[config.mk]
export PLATFORM = sky130hd
export DESIGN_NAME = multi_edge_det
export DESIGN_NICKNAME = d
export VERILOG_FILES = /design/src/rtl/edge_det_pkg.sv /design/src/rtl/edge_det_chan.sv /design/src/rtl/multi_edge_det.sv
export SDC_FILE = /design/constraint.sdc
export NUM_CORES = 1
export LEC_CHECK = 0
export BUFFER_PORTS_ARGS = -buffer_cell sky130_fd_sc_hd__buf_2
export CORE_AREA = 2 2 73 75
export DETAILED_ROUTE_END_ITERATION = 10
export DIE_AREA = 0 0 75 77
export PLACE_DENSITY = 0.93
export SLEW_MARGIN = 10
export SYNTH_ARGS = -nofsm -noshare
export SYNTH_HDL_FRONTEND = slang
export SYNTH_HIERARCHICAL = 1
export SYNTH_SLANG_ARGS = --single-unit
[constraint.sdc]
create_clock -name clk -period 6.5 [get_ports clk]
set_input_delay 0.65 -clock clk [delete_from_list [all_inputs] [get_ports clk]]
set_output_delay 0.65 -clock clk [all_outputs]
set_load 0.1 [all_outputs]
[src/rtl/edge_det_pkg.sv]
// edge_det_pkg: shared mode encoding and idle line level for the edge detector
package edge_det_pkg;
  typedef enum logic [1:0] {
    MODE_NONE = 2'b00,
    MODE_RISE = 2'b01,
    MODE_FALL = 2'b10,
    MODE_BOTH = 2'b11
  } mode_e;
  localparam logic IDLE_LEVEL = 1'b1;
  localparam int FC_W = 4;
endpackage

[src/rtl/edge_det_chan.sv]
// edge_det_chan: one channel of synchronizer, glitch filter, qualified pulse, sticky flag and saturating count
module edge_det_chan
  import edge_det_pkg::*;
#(
  parameter int SYNC_STAGES = 2,
  parameter int FILTER_LEN  = 3,
  parameter int CNT_W       = 8
) (
  input  logic             clk,
  input  logic             n_rst,
  input  logic             din,
  input  mode_e            mode,
  input  logic             clr,
  output logic             pulse,
  output logic             flag,
  output logic [CNT_W-1:0] cnt
);
  logic [SYNC_STAGES-1:0] sync_q, sync_d;
  logic [FC_W-1:0] fc_q, fc_d;
  logic [CNT_W-1:0] cnt_q, cnt_d;
  logic f_q, f_d, pulse_q, pulse_d, flag_q, flag_d;
  logic s, commit, hit;
  always_comb begin
    sync_d = SYNC_STAGES'({sync_q, din});
    s = sync_q[SYNC_STAGES-1];
    commit = (s != f_q) && (fc_q == FC_W'(FILTER_LEN - 1));
    f_d = commit ? s : f_q;
    fc_d = (s == f_q || commit) ? '0 : fc_q + FC_W'(1);
    hit = commit && (s ? (mode == MODE_RISE || mode == MODE_BOTH)
                       : (mode == MODE_FALL || mode == MODE_BOTH));
    pulse_d = hit;
    flag_d = hit | (flag_q & ~clr);
    cnt_d = clr ? CNT_W'(hit) : cnt_q + CNT_W'(hit && cnt_q != '1);
  end
  always_ff @(posedge clk) begin
    if (!n_rst) begin
      sync_q  <= {SYNC_STAGES{IDLE_LEVEL}};
      f_q     <= IDLE_LEVEL;
      fc_q    <= '0;
      pulse_q <= 1'b0;
      flag_q  <= 1'b0;
      cnt_q   <= '0;
    end else begin
      sync_q  <= sync_d;
      f_q     <= f_d;
      fc_q    <= fc_d;
      pulse_q <= pulse_d;
      flag_q  <= flag_d;
      cnt_q   <= cnt_d;
    end
  end
  assign pulse = pulse_q;
  assign flag  = flag_q;
  assign cnt   = cnt_q;
endmodule

[src/rtl/multi_edge_det.sv]
// multi_edge_det: NUM_CH independent filtered edge detectors sharing a global mode qualifier
module multi_edge_det
  import edge_det_pkg::*;
#(
  parameter int NUM_CH      = 4,
  parameter int SYNC_STAGES = 2,
  parameter int FILTER_LEN  = 3,
  parameter int CNT_W       = 8
) (
  input  logic                    clk,
  input  logic                    n_rst,
  input  logic [NUM_CH-1:0]       serial_in,
  input  logic [1:0]              mode,
  input  logic [NUM_CH-1:0]       clear_flags,
  output logic [NUM_CH-1:0]       edge_detected,
  output logic [NUM_CH-1:0]       edge_flags,
  output logic [NUM_CH*CNT_W-1:0] edge_count
);
  mode_e mode_sel;
  assign mode_sel = mode_e'(mode);
  generate
    for (genvar i = 0; i < NUM_CH; i++) begin : g_ch
      edge_det_chan #(
        .SYNC_STAGES(SYNC_STAGES),
        .FILTER_LEN (FILTER_LEN),
        .CNT_W      (CNT_W)
      ) u_chan (
        .clk  (clk),
        .n_rst(n_rst),
        .din  (serial_in[i]),
        .mode (mode_sel),
        .clr  (clear_flags[i]),
        .pulse(edge_detected[i]),
        .flag (edge_flags[i]),
        .cnt  (edge_count[i*CNT_W +: CNT_W])
      );
    end
  endgenerate
endmodule

Word level (Yosys, flattened, before mapping)
Cells that the tools add are included.

Bits in registers: 68. Bits in latches: 0. Bits in writable memories: 0. ROM bits: 0. Bits of input ports: 12. Output and inout bits: 40. Logic and storage cells: 102. Memories kept: 0.

Add/subtract/negate cells: 8. Multiply operators: 0. Divide/modulo/power cells: 0. $lt $le $gt $ge: 0. Eq/ne operators: 19. Shift operators: 0. Multiplexer cells: 8. Bitwise operators: 13. Reductions and logical operators: 26.

Operator list (count): $add 8x1->8 (4); $ne 8x8->1 const B (4); $add 4x1->4 const B (4); $eq 4x2->1 const B (4); $reduce_or 2->1 (8); $logic_and 1x1->1 (12); $mux 1 (8); $logic_or 1x1->1 (6); $not 1->1 (5); $and 1x1->1 (4); $eq 1x1->1 (4); $eq 2x2->1 const B (2); $ne 1x1->1 (4); $or 1x1->1 (4); $eq 2x1->1 const B (1).

Longest topological paths before layout
Depth after elaboration: 7. Depth in mapped cells: 10. Depth with buffers taken out: 10.

Modules after synthesis
Netlist, hierarchy kept.

Modules (own cells, without submodules): edge_det_chan (instances 4, cells each 74, area each 710.7 µm², sequential area each 340.3 µm²).

Worst setup path before layout
OpenSTA, ideal clock, no wires.

Kind: reg2reg. Start: register g_ch[0].u_chan.cnt_q[3]. End: register g_ch[0].u_chan.cnt_q[4]. Library setup time: 0.119 ns. Data arrival time: 2.210 ns. Data required time: 6.381 ns. Slack: 4.171 ns. Cell stages (with the launch flop): 8. Buffers on the path: 0. Period minus slack after synthesis: 2.329 ns. Path through: dfxtp_1 -> nand4_2 -> o21a_1 -> ha_1 -> ha_1 -> nand3_1 -> xor2_1 -> nor2_1.

Cells in the longest elaborated chain, start to end: 3.

Ends and longest elaborated chain: start: declaration (RTL line edge_det_chan.sv:20) `logic [CNT_W-1:0] cnt_q, cnt_d;`; start signal: assignment (RTL line edge_det_chan.sv:49) `cnt_q <= cnt_d;`; $ne 8x8->1 (RTL line edge_det_chan.sv:33) `cnt_d = clr ? CNT_W'(hit) : cnt_q + CNT_W'(hit && cnt_q != '1);`; $logic_and 1x1->1 (RTL line edge_det_chan.sv:33); $add 8x1->8 (*) (RTL line edge_det_chan.sv:33).

Every way passes the cells marked *; elsewhere a longest branch is shown, timed or not. A chain may end at the register's enable or synchronous reset.

Worst setup path after layout
Start: register g_ch[2].u_chan.fc_q[0]. End: register g_ch[2].u_chan.cnt_q[6].

Cells in the longest elaborated chain, start to end: 5.

Ends and longest elaborated chain: start: declaration (RTL line edge_det_chan.sv:19) `logic [FC_W-1:0] fc_q, fc_d;`; start signal: assignment (RTL line edge_det_chan.sv:39) `fc_q <= '0;`; start signal: assignment (RTL line edge_det_chan.sv:46) `fc_q <= fc_d;`; $eq 4x2->1 (RTL line edge_det_chan.sv:26) `commit = (s != f_q) && (fc_q == FC_W'(FILTER_LEN - 1));`; $logic_and 1x1->1 (RTL line edge_det_chan.sv:26); $logic_and 1x1->1 (RTL line edge_det_chan.sv:29) `hit = commit && (s ? (mode == MODE_RISE || mode == MODE_BOTH)`; $logic_and 1x1->1 (RTL line edge_det_chan.sv:33); $add 8x1->8 (RTL line edge_det_chan.sv:33); end signal: assignment (RTL line edge_det_chan.sv:49); end: declaration (RTL line edge_det_chan.sv:20).

Every way passes these cells.

==> impl_metrics.tcl <==
set metrics [dict create \
    status "finished clean" \
    vdd_drop_max_mv 0.241 \
    finish.utilization_pct 67.7 \
    drt-pass1-iter-count 4 \
    portBuffers 51 \
    grt.total_usage_pct 20.2 \
    synthCells 296 \
    grt_pass1_vias 2071 \
    synthTopCellsByArea "dfxtp_1 48%, ha_1 7.0%, xor2_1 4.9%" \
    worst_slew_pin_slew_ns 0.623 \
    crit_top_cell "ha_1" \
    worstPathArrival_ns 2.61 \
    hpwl_mm 3.84 \
    start_util_pct 57.1 \
    cts_tree "done" \
    sw_frac_of_total_pct 21.2 \
    syn2layout_area_growth_pct 18.6 \
    rows 26 \
    diodes 0 \
    die_y_um 77 \
    io_pins 52 \
    cts_sinks 68 \
    cpPeakStageDelay_ns 0.42 \
    htreeDepth 3 \
    die_area_sq_mm 0.00578 \
    path_max_fanout 4 \
    clock_skew_ns 0.00795 \
    required_ns 6.78 \
    synth.avg_cell_area_sq_um 9.60 \
    start_kind "register" \
    ys_types 24 \
    drive_gt1_share_pct 23.1 \
    drt-initial-drc-count 66 \
    crit_path_end "g_ch[2].u_chan/cnt[6]$_SDFF_PP0_" \
    vias 2213 \
    synth-warning-count 6 \
    dp_cells 413 \
    r2r_end "g_ch[2].u_chan/cnt[6]$_SDFF_PP0_" \
    setup_violations 0 \
    hold_slack_ns 0.406 \
    setup-tns-final_ns 0 \
    ctsHoldBuffers 0 \
    worstSetupStartpoint "g_ch[2].u_chan/fc_q[0]$_SDFF_PP0_" \
    worstRegToRegCells 10 \
    p_per_area_mw_per_mm2 234 \
    p_int_w 0.000622 \
    post_cts_buffers 0 \
    core-area_sq_mm 0.00498 \
    avgViaCountPerCell 5.16 \
    finalNonFillerCells 429 \
    clk_pin_slew_worst_paths_ns 0.07 \
    finalCritPeriodShare_pct 35.8 \
    num-fill-cells 386 \
    rsz0062_at_grt "false" \
    clk_latency_ns 0.35 \
    sequentialPowerShare_pct 53.4 \
    yosysSeqAreaShare_pct 47.9 \
    clkPwrFrac_pct 44.2 \
    fin_ws_ns 4.17 \
    cp_cell_sequence "inv_1, ha_1, or3b_4, a21oi_2, o21a_1, ha_1, ha_1, inv_1, or3_1, a21oi_1" \
    root_buffer "clkbuf_8" \
    combPwrFrac_pct 2.4 \
    wl_per_cell_um 12.5 \
    power_leakage_nw 1.45 \
    ys.flop_type "dfxtp_1" \
    synth_edf_count 0 \
    cap_violations 0 \
    hold_path_class "register to register" \
    fmax_mhz 430 \
    syn_area_sq_mm 0.00284 \
    syn_nets 324 \
    worst-setup-path-type "register to register" \
    hold_violations 0 \
    drc_errors 0 \
    die_w_um 75 \
    synth_top_area_share_pct 47.9 \
    ctsResizeCount 0 \
    grt_overflow_total 0 \
    grt_antenna_before_repair 0 \
    yosysTopAreaCell "dfxtp_1" \
    switching_power_w 0.000168 \
    synth-seq-cells 68 \
    routabilityCongestion 0.805 \
    pre_cts_slack_ns 4.17 \
    ant_nets 0 \
    ff2ff_setup_slack_ns 4.17 \
    nNetsFinal 382 \
    numCtsBuffers 9 \
    routed_wl_mm 5.35 \
    synthArstFlopShare_pct 0 \
    relSlewSlack_pct 58.5 \
    reg2reg_from "g_ch[2].u_chan/fc_q[0]$_SDFF_PP0_" \
    grt_max_degree 41 \
    min_period_ns 2.33 \
    clock_path_buffers 2 \
    cp-end-kind "register" \
    critPathSlowestCell "or3b_4" \
    slew_violations 0 \
    grt_pass1_wl_mm 8.90 \
]
-- cell usage in the layout (no fill, tap or decap), types with 4 or more instances in the layout --
cell type | synthesis | final
nand4_1 | 4 | 4
nand3_1 | 24 | 24
nand4_2 | 4 | 4
xnor2_1 | 8 | 8
ha_1 | 16 | 16
clkbuf_8 | 0 | 11
nand3b_1 | 8 | 8
and2_1 | 8 | 8
nand2b_1 | 8 | 8
or3b_4 | 4 | 4
a211oi_1 | 4 | 4
mux2i_1 | 4 | 4
a31o_2 | 4 | 4
a21oi_2 | 4 | 4
clkinv_2 | 0 | 4
a21oi_1 | 12 | 12
inv_1 | 12 | 12
nor2_1 | 28 | 28
xor2_1 | 16 | 16
o21ai_0 | 12 | 12
or3_1 | 12 | 12
nor2b_1 | 8 | 8
o21a_1 | 8 | 8
buf_2 | 0 | 51
dfxtp_1 | 68 | 68
nand2_1 | 16 | 16
-- stage by stage --
stage	cell area (sq um)	power [W]
2_1_floorplan	2840	0.000442
3_3_place_gp	3170	0.000449
6_report	3370	0.000789
4_1_cts	3370	0.000795
3_5_place_dp	3170	0.000450
5_1_grt	3370	0.000817
-- routing by layer --
metal | up-vias | track usage (%) | routed length, um
met3 | 14 | 6.04 | 267
met1 | 1017 | 22.6 | 2290
li1 | 1130 | - | -
met4 | 0 | 12.1 | 135
met5 | - | 0 | 0
met2 | 52 | 32.8 | 2660
-- power by group through the flow --
stage                     combinational, W  clock [W]  sequential (W)
final                            0.0000186   0.000349        0.000422
after global routing             0.0000211   0.000374        0.000422
after CTS                        0.0000188   0.000355        0.000422
after detailed placement         0.0000187          0        0.000431
after global placement           0.0000180          0        0.000431
after floorplan                  0.0000114          0        0.000431
-- cell usage after synthesis (8+ instances only) --
master     n
a21oi_1   12
and2_1     8
dfxtp_1   68
ha_1      16
inv_1     12
nand2_1   16
nand2b_1   8
nand3_1   24
nand3b_1   8
nor2_1    28
nor2b_1    8
o21a_1     8
o21ai_0   12
or3_1     12
xnor2_1    8
xor2_1    16
-- cell type report --
cell class / count / area, sq um / share of cell area, %
timing repair buffer: 51 / 255 / 7.57
clock inverter: 5 / 50.0 / 1.48
inverter: 12 / 45.0 / 1.34
sequential: 68 / 1360 / 40.4
multi-input combinational: 212 / 1420 / 42.2
tap: 70 / 87.6 / 2.60
clock buffer: 11 / 151 / 4.49
-- critical path: cells and delay by family (launching register included) --
family	cells	cell delay, ns
buf+inv	2	0.14
fa+ha+maj	3	0.59
simple gates	2	0.76
flops	1	0.34
compound gates	3	0.43
-- worst min path at each step --
stage	slack, ns	cells past startpoint	endpoint	startpoint
6_report	0.41	1	g_ch[3].u_chan/sync_q[1]$_SDFF_PN1_	g_ch[3].u_chan/sync_q[0]$_SDFF_PN1_
5_1_grt	0.41	1	g_ch[3].u_chan/sync_q[1]$_SDFF_PN1_	g_ch[3].u_chan/sync_q[0]$_SDFF_PN1_
4_1_cts	0.41	1	g_ch[2].u_chan/sync_q[1]$_SDFF_PN1_	g_ch[2].u_chan/sync_q[0]$_SDFF_PN1_
3_5_place_dp	0.39	1	g_ch[2].u_chan/sync_q[1]$_SDFF_PN1_	g_ch[2].u_chan/sync_q[0]$_SDFF_PN1_
3_3_place_gp	0.39	1	g_ch[3].u_chan/sync_q[1]$_SDFF_PN1_	g_ch[3].u_chan/sync_q[0]$_SDFF_PN1_
2_1_floorplan	0.39	1	g_ch[0].u_chan/sync_q[1]$_SDFF_PN1_	g_ch[0].u_chan/sync_q[0]$_SDFF_PN1_
-- registers in the layout (all words and copies together) (netlist names) --
signal,count
g_ch.u_chan/cnt,32
g_ch.u_chan/fc_q,16
g_ch.u_chan/sync_q,8
g_ch.u_chan/f_q,4
g_ch.u_chan/flag,4
g_ch.u_chan/pulse,4
-- logic make-up after synthesis --
kind of cell    count (synthesis)  share of synthesized area (%)
compound gates                 44                           9.86
buf+inv                        16                           2.11
flops                          68                           47.9
fa+ha+maj                      16                           7.04
mux                             4                           1.41
xor+xnor                       24                           7.39
simple gates                  124                           24.3
No activity file was read; power rests on OpenSTA's default activity.
